$ cat src/rtl/formula_fsm_pkg.sv
// formula_fsm_pkg: shared state encoding and default parameters for the sum-of-roots controller.
package formula_fsm_pkg;
    localparam int N_ARGS_DEF  = 3;
    localparam int N_ISQRT_DEF = 2;
    localparam int W_DEF       = 32;
    typedef enum logic [1:0] {IDLE, ISSUE, WAIT} state_t;
endpackage

$ cat src/rtl/isqrt_batch_sel.sv
// isqrt_batch_sel: picks the next batch of operands for the isqrt units starting at ptr.
// With FORMULA_SKIP_ZERO_EN defined, zero operands are skipped since their root is known.
module isqrt_batch_sel
    import formula_fsm_pkg::*;
#(
    parameter int N_ARGS  = N_ARGS_DEF,
    parameter int N_ISQRT = N_ISQRT_DEF,
    parameter int W       = W_DEF,
    parameter int PW      = $clog2(N_ARGS + 1)
) (
    input  logic [N_ARGS*W-1:0]  args,
    input  logic [PW-1:0]        ptr,
    output logic [N_ISQRT*W-1:0] x,
    output logic [N_ISQRT-1:0]   x_vld,
    output logic [PW-1:0]        ptr_nxt
);
`ifdef FORMULA_SKIP_ZERO_EN
    always_comb begin
        int cnt;
        cnt = 0;
        x = '0;
        x_vld = '0;
        ptr_nxt = PW'(N_ARGS);
        for (int i = 0; i < N_ARGS; i++) begin
            if (i >= int'(ptr) && args[i*W +: W] != '0 && cnt < N_ISQRT) begin
                x[cnt*W +: W] = args[i*W +: W];
                x_vld = (x_vld << 1) | N_ISQRT'(1);
                cnt = cnt + 1;
                ptr_nxt = PW'(i + 1);
            end
        end
        // nothing nonzero left: park ptr at the end so the FSM finishes
        if (cnt == 0) ptr_nxt = PW'(N_ARGS);
    end
`else
    always_comb begin
        x = '0;
        x_vld = '0;
        for (int j = 0; j < N_ISQRT; j++) begin
            if (int'(ptr) + j < N_ARGS) begin
                x_vld[j] = 1'b1;
                x[j*W +: W] = args[(int'(ptr) + j)*W +: W];
            end
        end
        ptr_nxt = (int'(ptr) + N_ISQRT >= N_ARGS) ? PW'(N_ARGS) : PW'(int'(ptr) + N_ISQRT);
    end
`endif
endmodule

$ cat src/rtl/formula_n_isqrt_fsm.sv
// formula_n_isqrt_fsm: res = sum of isqrt(arg[i]), batching operands onto N_ISQRT external units.
// Optional build macro FORMULA_SKIP_ZERO_EN: zero operands are never issued.
module formula_n_isqrt_fsm
    import formula_fsm_pkg::*;
#(
    parameter int N_ARGS  = N_ARGS_DEF,
    parameter int N_ISQRT = N_ISQRT_DEF,
    parameter int W       = W_DEF
) (
    input  logic                   clk,
    input  logic                   rst,
    input  logic                   arg_vld,
    output logic                   arg_rdy,
    input  logic [N_ARGS*W-1:0]    args,
    output logic                   res_vld,
    output logic [W-1:0]           res,
    output logic [N_ISQRT-1:0]     isqrt_x_vld,
    output logic [N_ISQRT*W-1:0]   isqrt_x,
    input  logic [N_ISQRT-1:0]     isqrt_y_vld,
    input  logic [N_ISQRT*W/2-1:0] isqrt_y
);
    localparam int PW = $clog2(N_ARGS + 1);
    localparam int H  = W / 2;

    state_t               state_q, state_d;
    logic [N_ARGS*W-1:0]  args_q, args_d;
    logic [PW-1:0]        ptr_q, ptr_d;
    logic [N_ISQRT-1:0]   pending_q, pending_d;
    logic [W-1:0]         res_q, res_d;
    logic                 res_vld_q, res_vld_d;
    logic [N_ISQRT-1:0]   sel_vld;
    logic [PW-1:0]        sel_ptr;
    logic [W-1:0]         acc;

    isqrt_batch_sel #(.N_ARGS(N_ARGS), .N_ISQRT(N_ISQRT), .W(W), .PW(PW)) u_sel (
        .args    (args_q),
        .ptr     (ptr_q),
        .x       (isqrt_x),
        .x_vld   (sel_vld),
        .ptr_nxt (sel_ptr)
    );

    assign arg_rdy     = state_q == IDLE;
    assign isqrt_x_vld = (state_q == ISSUE) ? sel_vld : '0;
    assign res         = res_q;
    assign res_vld     = res_vld_q;

    always_comb begin
        acc = res_q;
        for (int j = 0; j < N_ISQRT; j++)
            acc = acc + ((isqrt_y_vld[j] && pending_q[j]) ? W'(isqrt_y[j*H +: H]) : '0);
        state_d   = state_q;
        args_d    = args_q;
        ptr_d     = ptr_q;
        pending_d = pending_q;
        res_d     = res_q;
        res_vld_d = 1'b0;
        case (state_q)
            IDLE: if (arg_vld) begin
                args_d  = args;
                ptr_d   = '0;
                res_d   = '0;
                state_d = ISSUE;
            end
            ISSUE: begin
                pending_d = sel_vld;
                ptr_d     = sel_ptr;
                state_d   = (|sel_vld) ? WAIT : IDLE;
                res_vld_d = ~|sel_vld;
            end
            WAIT: begin
                res_d     = acc;
                pending_d = pending_q & ~isqrt_y_vld;
                if (pending_d == '0) begin
                    state_d   = (ptr_q < PW'(N_ARGS)) ? ISSUE : IDLE;
                    res_vld_d = ptr_q >= PW'(N_ARGS);
                end
            end
            default: state_d = IDLE;
        endcase
    end

    always_ff @(posedge clk or posedge rst) begin
        if (rst) begin
            state_q   <= IDLE;
            args_q    <= '0;
            ptr_q     <= '0;
            pending_q <= '0;
            res_q     <= '0;
            res_vld_q <= 1'b0;
        end else begin
            state_q   <= state_d;
            args_q    <= args_d;
            ptr_q     <= ptr_d;
            pending_q <= pending_d;
            res_q     <= res_d;
            res_vld_q <= res_vld_d;
        end
    end
endmodule

$ cat config.mk
export PLATFORM = sky130hd
export DESIGN_NAME = formula_n_isqrt_fsm
export DESIGN_NICKNAME = d
export VERILOG_FILES = /design/src/rtl/formula_fsm_pkg.sv /design/src/rtl/isqrt_batch_sel.sv /design/src/rtl/formula_n_isqrt_fsm.sv
export SDC_FILE = /design/constraint.sdc
export NUM_CORES = 1
export LEC_CHECK = 0
export ABC_CLOCK_PERIOD_IN_PS = 9700
export BUFFER_PORTS_ARGS = -buffer_cell sky130_fd_sc_hd__buf_4
export CAP_MARGIN = 20
export CORE_UTILIZATION = 50
export CTS_CLUSTER_SIZE = 25
export DETAILED_ROUTE_END_ITERATION = 8
export PLACE_DENSITY = 0.76
export SYNTH_ARGS = -nofsm -noshare
export SYNTH_HDL_FRONTEND = slang
export SYNTH_SLANG_ARGS = --single-unit
$ cat constraint.sdc
create_clock -name clk -period 9.7 [get_ports clk]
set_input_delay 1.94 -clock clk [delete_from_list [all_inputs] [get_ports clk]]
set_output_delay 1.94 -clock clk [all_outputs]
set_load 0.02 [all_outputs]
Yosys cells after proc, flatten, opt, wreduce, memory -nomap -nowiden
Cells that the tools add are included.
- $add $sub $neg: 4
- multiply operators: 0
- divide/modulo/power cells: 0
- $lt $le $gt $ge: 5
- equality and inequality tests: 4
- shift operators: 2
- muxes and demuxes: 20
- bitwise logic cells: 2
- reduce and logical (&&, ||, !) cells: 13
- operators by type and width (cell ; count):
    2-to-1 mux 32 bit ; 3
    variable part select 96 x 32 -> 32 bit ; 1
    variable part select 96 x 8 -> 32 bit ; 1
    adder 32 x 16 -> 32 bit ; 2
    case mux 32 bit (2 select lines) ; 1
    >= comparator 32 x 3 -> 1 bit (second input constant) ; 1
    less-than comparator 32 x 3 -> 1 bit (second input constant) ; 1
    2-to-1 mux 16 bit ; 2
    2-to-1 mux 2 bit ; 6
    case mux 2 bit (2 select lines) ; 2
    AND reduction 2 bit ; 4
    case mux 2 bit (3 select lines) ; 1
    nonzero test 2 bit ; 3
    zero test 2 bit ; 2
    less-than comparator 2 bit (second input constant) ; 2
    2-to-1 mux 1 bit ; 4
    inequality test 2 bit (second input constant) ; 2
    adder 2 x 1 -> 3 bit (second input constant) ; 1
    adder 2 x 2 -> 3 bit (second input constant) ; 1
    bitwise AND 2 bit ; 1
    == test 2 x 1 -> 1 bit (second input constant) ; 1
    == test 2 bit (second input constant) ; 1
    >= comparator 2 bit (second input constant) ; 1
    logical AND 1 bit ; 2
    4 further kinds ; 4
- flip-flop bits (word level): 135
- bits in latches: 0
- RAM bits: 0
- ROM bits: 0
- input bits: 133
- output and inout bits: 100
- word-level logic and storage cells: 56
- memories kept: 0

Logic depth before layout (Yosys ltp)
- depth in word-level cells: 6
- mapped depth: 11
- gate-level depth less buffers: 10

Hierarchy
A second synthesis with hierarchy kept.
- cells, all modules: 717
- area, all modules: 8124.0 um^2
- by module, submodules not included (module ; times used ; cells an instance ; area an instance (um^2) ; sequential area each (um^2)):
    formula_n_isqrt_fsm ; 1 ; 563 ; 6905.4 ; 3378.2
    isqrt_batch_sel ; 1 ; 154 ; 1218.7 ; 0.0

Least setup slack after synthesis
Ideal clock, no wire load.
- path type: input-to-reg
- start point: input port isqrt_y_vld[0]
- end point: register res_q[29] (netlist: res[29])
- setup time: 0.078 ns
- data arrival time: 4.543 ns
- data required time: 9.622 ns
- setup slack: 5.079 ns
- stages: 10
- path buffers: 1
- path through: clkbuf_1 -> and3_1 -> fa_1 -> ha_1 -> a21oi_2 -> a21boi_0 -> a21boi_1 -> o31a_1 -> or4_1 -> a21oi_1
- word-level cells in the longest chain between the ends: 5
- RTL lines (element ; RTL line ; RTL):
    start: declaration ; formula_n_isqrt_fsm.sv:19 ; input logic [N_ISQRT-1:0] isqrt_y_vld,
    logical AND 1 bit ; formula_n_isqrt_fsm.sv:51 ; acc = acc + ((isqrt_y_vld[j] && pending_q[j]) ? W'(isqrt_y[j*H +: H]) : '0);
    2-to-1 mux 16 bit ; formula_n_isqrt_fsm.sv:51 ;
    adder 32 x 16 -> 32 bit (2 in a row) ; formula_n_isqrt_fsm.sv:51 ;
    case mux 32 bit (2 select lines) ; formula_n_isqrt_fsm.sv:58 ; case (state_q)
    end signal: assignment ; formula_n_isqrt_fsm.sv:96 ; res_q <= res_d;
    end: declaration ; formula_n_isqrt_fsm.sv:29 ; logic [W-1:0] res_q, res_d;
Every way passes these cells.
A chain may end at the register's enable or synchronous reset.

Worst setup path after layout
Same ends and word-level chain as after synthesis.

==> run metrics <==
# setup viols final=0; global route overflow=0; Worst Path Required=about 10 ns; PostCTS Resize Cnt=0; crit-path most repeated cell=fa_1; RSZ-0062 raised after global routing=false; Synth area leaders=dfrtp_1 43%, mux2_2 14%, mux2i_1 8.5%; CTS max path bufs=2; EDFF count, synth=0; Setup CP Type=in -> reg; Slew Viols, Final=0; register clock-pin slew on the reported worst setup and hold paths=0.06 ns; Rel. slew slack=0.3034; Worst R2R Path Depth=9; area of the multi-input gates=4342 um^2; min Tclk post-route=between 4 and 5 ns; CP Cell Sequence=buf_4 -> and3_1 -> fa_1 -> ha_1 -> fa_1 -> a211oi_1 -> o211ai_1 -> a21boi_1 -> o31a_1 -> or4_1 -> a21oi_1; largest net degree at the start of global routing=78; DIE AREA=16340 um^2; CP peak stage delay=0.53 ns; syn nets=932; DR DRC count=0; CP max stage cell=or4_1; Pleak=0.004981 uW; worst slew pin tran=1.045 ns; hpwl dp=14.60 mm; register area=3383 um^2; Gate Count Post-Synth=between 700 and 800; mapped cell area=7919 um^2; WL/cell=17.41 um; Synth async-reset ratio=1.000; GRT Resource Usage Total=0.2644; cell taking the most area after synthesis=dfrtp_1; Power Density=338.4 nW/um^2; CTS tree=done; synth warn=0; DR vias=6639; vias per std cell=5.523; Root Buffer=clkbuf_16; Detailed Routing Iterations Pass 1=5; core area=15310 um^2; fin nets=1148; Peak Freq=roughly 0.22 GHz; Fin Hold WS=around 0.5 ns; WP data arrival=a little under 5 ns; num ports=roughly 230; CTS Buf Count=17; Area Overhead vs Synth=31.74%; clock skew=0.007788 ns; initial core utilization=0.5171; Hold Path Depth=1; Fin. Hold Viols=0; max-cap violations=0; # Post-CTS Setup Buffers=0; area post-placement=9829 um^2; crit path launch type=input pin; Worst-Skew Late Latency=roughly 0.42 ns; CTS sink count=135; fin area=between 10000 and 15000 um^2; fillers=between 1000 and 1500; top-area cell type share of the netlist area=0.4266; Max FO, Critical Path=18; PortBufs=232; hold_buf cts=0; die width=127.8 um; setup TNS=0 ns; sequential share of the synthesized area=0.4266; Synth Area per Inst=approximately 10 um^2; Tcrit/Tclk final=0.4762; Max IR drop VDD=196.6 uV; Total Power=around 3500 uW; post-route antenna net violation count=0; n_diodes=0; H-tree depth=4; Die H=127.8 um; library cells used by synthesis=49; #FFs+latches synth=around 140; number of global-route vias before repair=approximately 6700; top_reg_cell synth=dfrtp_1; number of antenna violations at the first check in global routing=0; crit end category=flip-flop; HP Class=reg -> reg; first-pass GRT wire length=33.65 mm; status=complete, no violations; fraction of layout cells with a size suffix above 1=0.3835; FP Rows=45; GP Congestion=0.9125; DRT Wirelength=20.93 mm; Iter 0 DRT Violations=482
## where the power goes
| group | internal [uW] | leakage (uW) | total [uW] | switching, uW |
|---|---|---|---|---|
| Sequential | 820 | 0.00165 | 1030 | 207 |
| Clock | 392 | 0.000276 | 639 | 247 |
| Combinational | 857 | 0.00305 | 1860 | 1010 |
## final timing paths
kind	endpoint	slack, ns	from
min in group asynchronous	args_q[7]	1.57	rst
setup reg to reg	res[29]	6.08	pending_q[1]
hold reg to reg	args_q[27]	0.50	args_q[27]
setup / recovery	res[29]	5.08	isqrt_y_vld[0]
hold / removal	args_q[27]	0.50	args_q[27]
max in group asynchronous	args_q[84]	6.97	rst
## cells in the mapped netlist (all sizes together), types with 7 or more instances
library cell and n:
a21oi 31, o31ai 7, o21ai 65, buf 13
nand2 76, a211oi 7, xnor2 12, inv 13
and3 36, fa 17, nor2 56, mux2i 67
ha 20, mux2 96, clkbuf 29, nand4 8
dfrtp 135, nand3 13
## stage by stage
step / utilization / worst slack, ns / cells
floorplan: - / 4.149 / 762
global placement: 0.6418 / 4.761 / 1169
detailed placement: 0.6418 / 4.703 / 1169
CTS: 0.6799 / 5.130 / 1201
global route: 0.6812 / 4.942 / 1202
finish: 0.6812 / 5.081 / 1202
## layer usage
metal  GRT usage  vias up  wire [um]
li1            -     3146          -
met1      0.3305     3228       8904
met2      0.4341      243       9991
met3     0.08347       22       1731
met4     0.08927        0        300
met5           0        -          0
## critical path: cells and delay by family
| family | cells | cell delay, ns |
|---|---|---|
| and+or+nand+nor | 2 | 0.73 |
| adders and majority gates | 3 | 0.98 |
| AOI/OAI and AO/OA | 5 | 1.12 |
| buffers and inverters | 1 | 0.17 |
## logic make-up (layout without fill, tap and decap cells)
group,count (synthesis),after routing,share of synthesized area
AND/OR/NAND/NOR,214,214,0.1259
multiplexers,163,163,0.2212
AO/OA/AOI/OAI,143,143,0.1082
flip-flops,135,135,0.4266
buffers and inverters,55,284,0.02686
adder cells (fa/ha/maj),37,37,0.07458
XOR/XNOR,15,15,0.01659
## final cells by class
| type | count | area share |
|---|---|---|
| Timing Repair Buffer | 239 | 0.1732 |
| Clock buffer | 21 | 0.04414 |
| Inverter | 13 | 0.005157 |
| Clock inverter | 11 | 0.01175 |
| Sequential cell | 135 | 0.3243 |
| Tap cell | 211 | 0.02531 |
| Multi-Input combinational cell | 572 | 0.4162 |
## registers in the layout (all words and copies together) (netlist names)
register and cells:
res_vld 1, state_q 2, pending_q 2, ptr_q 2, args_q 96, res 32
## layout by cell type (no fill, tap or decap), drive strengths merged, types with 4 or more instances in the layout
| cell | count |
|---|---|
| nor2 | 56 |
| ha | 20 |
| nand2 | 76 |
| o31ai | 7 |
| inv | 15 |
| a21o | 5 |
| buf | 239 |
| o211ai | 4 |
| a21boi | 5 |
| nand4 | 8 |
| mux2 | 96 |
| a31oi | 4 |
| nor3 | 4 |
| and3 | 36 |
| xnor2 | 12 |
| dfrtp | 135 |
| o21ai | 65 |
| mux2i | 67 |
| clkbuf | 21 |
| clkinvlp | 4 |
| nand3 | 13 |
| or3 | 4 |
| and2 | 5 |
| a21oi | 31 |
| fa | 17 |
| a211oi | 7 |
| nand2b | 5 |
Note: power is estimated with default switching activity, not from simulation.
